===== src/rtl/la_iosidectl_pkg.sv =====
// rtl/la_iosidectl_pkg.sv - shared definitions for the IO side power/enable controller
// Holds the sequencer state encoding and the width of one pin-to-section map field.
package la_iosidectl_pkg;

   localparam int PINSEC_W = 8;

   typedef enum logic [2:0] {
      ST_IDLE  = 3'd0,
      ST_PUP   = 3'd1,
      ST_ON    = 3'd2,
      ST_DRAIN = 3'd3,
      ST_PDN   = 3'd4
   } side_state_e;

endpackage


===== src/rtl/la_iodelaycnt.sv =====
// rtl/la_iodelaycnt.sv - loadable down-counter timing each power section's settle period
// Load wins over decrement; the count holds at zero.
module la_iodelaycnt #(
   parameter int DLYW = 8
) (
   input  logic            clk,
   input  logic            reset,
   input  logic            load_i,
   input  logic            dec_i,
   input  logic [DLYW-1:0] load_val_i,
   output logic            zero_o
);

   logic [DLYW-1:0] cnt_q, cnt_d;

   always_comb begin
      cnt_d = cnt_q;
      if (load_i) begin
         cnt_d = load_val_i;
      end else if (dec_i && (cnt_q != '0)) begin
         cnt_d = cnt_q - DLYW'(1);
      end
   end

   always_ff @(posedge clk) begin
      if (reset) begin
         cnt_q <= '0;
      end else begin
         cnt_q <= cnt_d;
      end
   end

   assign zero_o = (cnt_q == '0);

endmodule


===== src/rtl/la_iosidectl.sv =====
// rtl/la_iosidectl.sv - sequences power sections of one IO side and gates per-pin ie/oe
// Sections come up low-to-high and go down high-to-low; pins only drive while fully ON.
module la_iosidectl
   import la_iosidectl_pkg::*;
#(
   parameter int                        NPINS     = 8,
   parameter int                        NSECTIONS = 2,
   parameter int                        CFGW      = 4,
   parameter int                        DLYW      = 8,
   parameter logic [NPINS*PINSEC_W-1:0] PINSEC    = '0
) (
   input  logic                  clk,
   input  logic                  reset,
   input  logic                  start,
   input  logic                  shutdown,
   input  logic [DLYW-1:0]       dly,
   input  logic                  wr_valid,
   output logic                  wr_ready,
   input  logic [7:0]            wr_addr,
   input  logic                  wr_ie,
   input  logic                  wr_oe,
   input  logic [CFGW-1:0]       wr_cfg,
   output logic [NPINS-1:0]      ie,
   output logic [NPINS-1:0]      oe,
   output logic [NPINS*CFGW-1:0] cfg,
   output logic [NSECTIONS-1:0]  sec_en,
   output logic                  busy,
   output logic                  done,
   output logic                  err
);

   localparam logic [7:0] LAST_SEC = 8'(NSECTIONS - 1);

   side_state_e            state_q, state_d;
   logic [7:0]             idx_q, idx_d;
   logic [NSECTIONS-1:0]   sec_en_q, sec_en_d;
   logic                   err_q;
   logic                   cnt_load, cnt_dec, cnt_zero;
   logic                   is_on;

   function automatic logic [NSECTIONS-1:0] sec_write(input logic [NSECTIONS-1:0] v,
                                                       input logic [7:0] i,
                                                       input logic b);
      sec_write = v;
      for (int s = 0; s < NSECTIONS; s++) begin
         if (i == 8'(s)) sec_write[s] = b;
      end
   endfunction

   la_iodelaycnt #(.DLYW(DLYW)) u_dlycnt (
      .clk        (clk),
      .reset      (reset),
      .load_i     (cnt_load),
      .dec_i      (cnt_dec),
      .load_val_i (dly),
      .zero_o     (cnt_zero)
   );

   always_comb begin
      state_d  = state_q;
      idx_d    = idx_q;
      sec_en_d = sec_en_q;
      cnt_load = 1'b0;
      cnt_dec  = 1'b0;
      case (state_q)
         ST_IDLE: begin
            if (start) begin
               state_d  = ST_PUP;
               idx_d    = '0;
               sec_en_d = sec_write(sec_en_q, 8'd0, 1'b1);
               cnt_load = 1'b1;
            end
         end
         ST_PUP: begin
            // An abort keeps the current index so power-down starts at the highest live section
            if (shutdown) begin
               state_d = ST_DRAIN;
            end else if (cnt_zero) begin
               if (idx_q == LAST_SEC) begin
                  state_d = ST_ON;
               end else begin
                  idx_d    = idx_q + 8'd1;
                  sec_en_d = sec_write(sec_en_q, idx_q + 8'd1, 1'b1);
                  cnt_load = 1'b1;
               end
            end else begin
               cnt_dec = 1'b1;
            end
         end
         ST_ON: begin
            if (shutdown) begin
               state_d = ST_DRAIN;
               idx_d   = LAST_SEC;
            end
         end
         ST_DRAIN: begin
            state_d  = ST_PDN;
            cnt_load = 1'b1;
         end
         ST_PDN: begin
            if (cnt_zero) begin
               sec_en_d = sec_write(sec_en_q, idx_q, 1'b0);
               if (idx_q == 8'd0) begin
                  state_d = ST_IDLE;
               end else begin
                  idx_d    = idx_q - 8'd1;
                  cnt_load = 1'b1;
               end
            end else begin
               cnt_dec = 1'b1;
            end
         end
         default: begin
            state_d = ST_IDLE;
         end
      endcase
   end

   always_ff @(posedge clk) begin
      if (reset) begin
         state_q  <= ST_IDLE;
         idx_q    <= '0;
         sec_en_q <= '0;
      end else begin
         state_q  <= state_d;
         idx_q    <= idx_d;
         sec_en_q <= sec_en_d;
      end
   end

   always_ff @(posedge clk) begin
      if (reset) begin
         err_q <= 1'b0;
      end else if (wr_valid && (wr_addr >= 8'(NPINS))) begin
         err_q <= 1'b1;
      end
   end

   assign is_on    = (state_q == ST_ON);
   assign wr_ready = 1'b1;
   assign sec_en   = sec_en_q;
   assign busy     = (state_q == ST_PUP) || (state_q == ST_DRAIN) || (state_q == ST_PDN);
   assign done     = is_on;
   assign err      = err_q;

   for (genvar p = 0; p < NPINS; p++) begin : g_pin
      // Pins mapped to a section number beyond NSECTIONS get an empty mask and stay gated off
      localparam logic [NSECTIONS-1:0] SEC_MASK =
         NSECTIONS'(1) << PINSEC[p*PINSEC_W +: PINSEC_W];

      logic            ie_q, oe_q;
      logic [CFGW-1:0] cfg_q;
      logic            wr_hit;
      logic            sec_live;

      assign wr_hit   = wr_valid && (wr_addr == 8'(p));
      assign sec_live = |(sec_en_q & SEC_MASK);

      always_ff @(posedge clk) begin
         if (reset) begin
            ie_q  <= 1'b0;
            oe_q  <= 1'b0;
            cfg_q <= '0;
         end else if (wr_hit) begin
            ie_q  <= wr_ie;
            oe_q  <= wr_oe;
            cfg_q <= wr_cfg;
         end
      end

      assign ie[p]                 = ie_q & sec_live & is_on;
      assign oe[p]                 = oe_q & sec_live & is_on;
      assign cfg[p*CFGW +: CFGW]   = cfg_q;
   end

endmodule


===== config.mk =====
export PLATFORM = sky130hd
export DESIGN_NAME = la_iosidectl
export DESIGN_NICKNAME = d
export VERILOG_FILES = /design/src/rtl/la_iosidectl_pkg.sv /design/src/rtl/la_iodelaycnt.sv /design/src/rtl/la_iosidectl.sv
export SDC_FILE = /design/constraint.sdc
export NUM_CORES = 1
export LEC_CHECK = 0
export CORE_AREA = 4 4 78 135
export DETAILED_ROUTE_END_ITERATION = 8
export DIE_AREA = 0 0 82 139
export GPL_TIMING_DRIVEN = 0
export PLACE_DENSITY_LB_ADDON = 0.1
export SKIP_LAST_GASP = 1
export SLEW_MARGIN = 0
export SYNTH_ARGS = -nofsm -noshare
export SYNTH_HDL_FRONTEND = slang
export SYNTH_HIERARCHICAL = 1
export SYNTH_SLANG_ARGS = --single-unit

===== constraint.sdc =====
create_clock -name clk -period 3.4 [get_ports clk]
set_input_delay 1.02 -clock clk [delete_from_list [all_inputs] [get_ports clk]]
set_output_delay 1.02 -clock clk [all_outputs]
set_load 0.005 [all_outputs]

==> impl_metrics.ini <==
[run_status]
status = finished, final reports clean

[finish]
stdcell_count = 637
antenna_cells = 0
final_nets = 544
stdcell_area_um2 = 4930
syn2layout_area_growth_pct = 32.4
final_layout_size_suffix_gt1_frac = 0.0874
fill_cells = 926

[global_route]
grtUsageTotal = 0.182
antenna_found_initial = 0
grt_overflow_total = 0
grt_pass1_wl_mm = 16.1
first_global_vias = 3282
grt_max_degree = 13

[clocking]
cts_root_buf = clkbuf_16
cts_buffer_depth = 2
cts_buffers = 9
clkLatencyLatePin_ns = 0.33
clk_pin_slew_worst_paths_ns = 0.05
cts_setup_buffers = 0
htree_num_levels = 3
cts_resized = 3
postCtsHoldBufs = 0
cts_tree = yes
cts_sinks = 70

[floorplan]
die_w_um = 82
num_rows = 47
die_y_um = 139
core_um2 = 9410
initial_core_util = 0.396
pin_count = 81
die_area_um2 = 11400

[logic_synthesis]
syn_area_um2 = 3730
synth_area_leader_cell = dfxtp_1
yosysWarnings = 6
ys_seq_area_frac = 0.376
syn_nets = 463
synth-edff-count = 0
synth_common_cells = 70 x dfxtp_1, 70 x nor2_1, 49 x mux2i_1
synth_cell_types = 60
syn-instance-count = 429
ys.flop_type = dfxtp_1
yosys_register_bits = 70
synth_top_area_frac = 0.376
yosys-top-cells-area = dfxtp_1 38%, mux2i_1 13%, nor2_1 7.1%, a21oi_1 3.0%, and2_1 2.7%
async_flop_share = 0
synth_area_per_cell_um2 = 8.69

[power_and_ir_drop]
p_total_mw = 2.87
leakage_nw = 2.00
power_density_nw_per_um2 = 581
ir_drop_v = 0.000353

[route]
ant_nets = 0
avgRoutedWirePerCell_um = 15.6
dr.pass1.iters = 5
routed_wl_mm = 9.91
vias_per_cell = 5.35
vias = 3408
route.detailed.drc = 0
detail_route.iter0.violations = 128

[timing]
slew_headroom = 0.462
post-route-min-period_ns = 3.26
finalSetupViolCount = 0
worst_pin_slew_ns = 0.805
hold_ws_ns = 0.450
max_freq_ghz = 0.307
rsz0062_at_grt = true
fin_skew_ns = 0.00559
period_share = 0.960
hold_viol_final = 0
slew_viol_final = 0

[critical_path]
endpoint_kind = output port
cp.arrival_ns = 2.24
worstPathRequired_ns = 2.38
critPathLaunchType = flop
worstPathMaxFanout = 10
worstRegToRegCells = 10
critPathKind = reg2out

[placement]
port-buffer-count = 70
place_congestion = 0.838
postPlaceCellArea_um2 = 4580
dpl.cell_count = 621
dp_hpwl_mm = 7.55

[min_path]
hold_depth = 2
hold_path_class = reg2reg

[run]
cap_violations = 0
-- path summary, 6_finish.rpt --
kind                                          to               startpoint  slack (ns)
hold reg to reg                 err$_SDFFE_PP0P_         err$_SDFFE_PP0P_        0.45
setup / recovery                           ie[4]  state_q[2]$_SDFFE_PP0P_        0.14
setup reg to reg  u_dlycnt/cnt_q[2]$_SDFFE_PP0P_    idx_q[0]$_SDFFE_PP0P_        0.41
hold / removal                  err$_SDFFE_PP0P_         err$_SDFFE_PP0P_        0.45
-- logic make-up (layout without fill, tap and decap cells) --
kind of cell             after synthesis  count (layout)  synth area share
AO/OA/AOI/OAI                         79              79             0.147
XOR/XNOR                               4               4           0.00940
AND/OR/NAND/NOR                      171             171             0.259
flip-flops                            70              70             0.376
other                                  1               1           0.00101
buffers and inverters                 48             134            0.0524
adder cells (fa/ha/maj)                7               7            0.0235
multiplexers                          49              49             0.132
-- state kept, by name, summed over array words and instances, names as in the netlist --
signal          count
u_dlycnt/cnt_q      8
sec_en              2
g_pin.cfg_q        32
err                 1
idx_q               8
state_q             3
g_pin.oe_q          8
g_pin.ie_q          8
-- through the flow --
stage / util / setup TNS (ns) / worst slack [ns]
after floorplan: - / 0 / 0.422
after global placement: 0.487 / -1.61 / -0.344
after detailed placement: 0.487 / -1.96 / -0.398
after CTS: 0.524 / 0 / 0.0858
after global routing: 0.524 / -0.0145 / -0.0145
final: 0.524 / 0 / 0.138
-- layer usage --
| layer | track usage | part of all wire |
|---|---|---|
| met3 | 0.0390 | 0.049 |
| met2 | 0.325 | 0.54 |
| met4 | 0.0832 | 0.021 |
| met1 | 0.198 | 0.39 |
| met5 | 0 | 0 |
-- area by class of cell --
class,count,area [um^2],share of cell area
plain buffers,36,151,0.0307
clock buffers,11,253,0.0512
clock inverters,5,81.3,0.0165
inverters,12,45.0,0.00913
multi-input cells,311,2150,0.435
flip-flops and latches,70,1400,0.284
well taps,122,153,0.0309
repair buffers,70,701,0.142
-- worst max-delay path: stages, from the launching register on --
cell,delay (ns)
dfxtp_1,0.30
buf_2,0.17
nor2_1,0.16
and3_1,0.35
clkbuf_2,0.26
and2_1,0.16
clkdlybuf4s50_1,0.51
-- where the power goes --
group	switching, mW	leakage (nW)	internal, mW
logic	0.519	1.27	0.345
registers	0.0846	0.567	0.889
clock network	0.350	0.162	0.682
total	0.953	2.00	1.91
-- cell usage in the layout, fill, tap and decap left out, types with 11 or more instances in the layout --
cell type / count
nand3_1: 12
and2_1: 16
o21ai_0: 16
mux2i_1: 49
a21oi_1: 22
clkbuf_1: 18
dfxtp_1: 70
inv_1: 11
clkdlybuf4s50_1: 70
nor2_1: 70
Power figures use the tool's default switching activity.
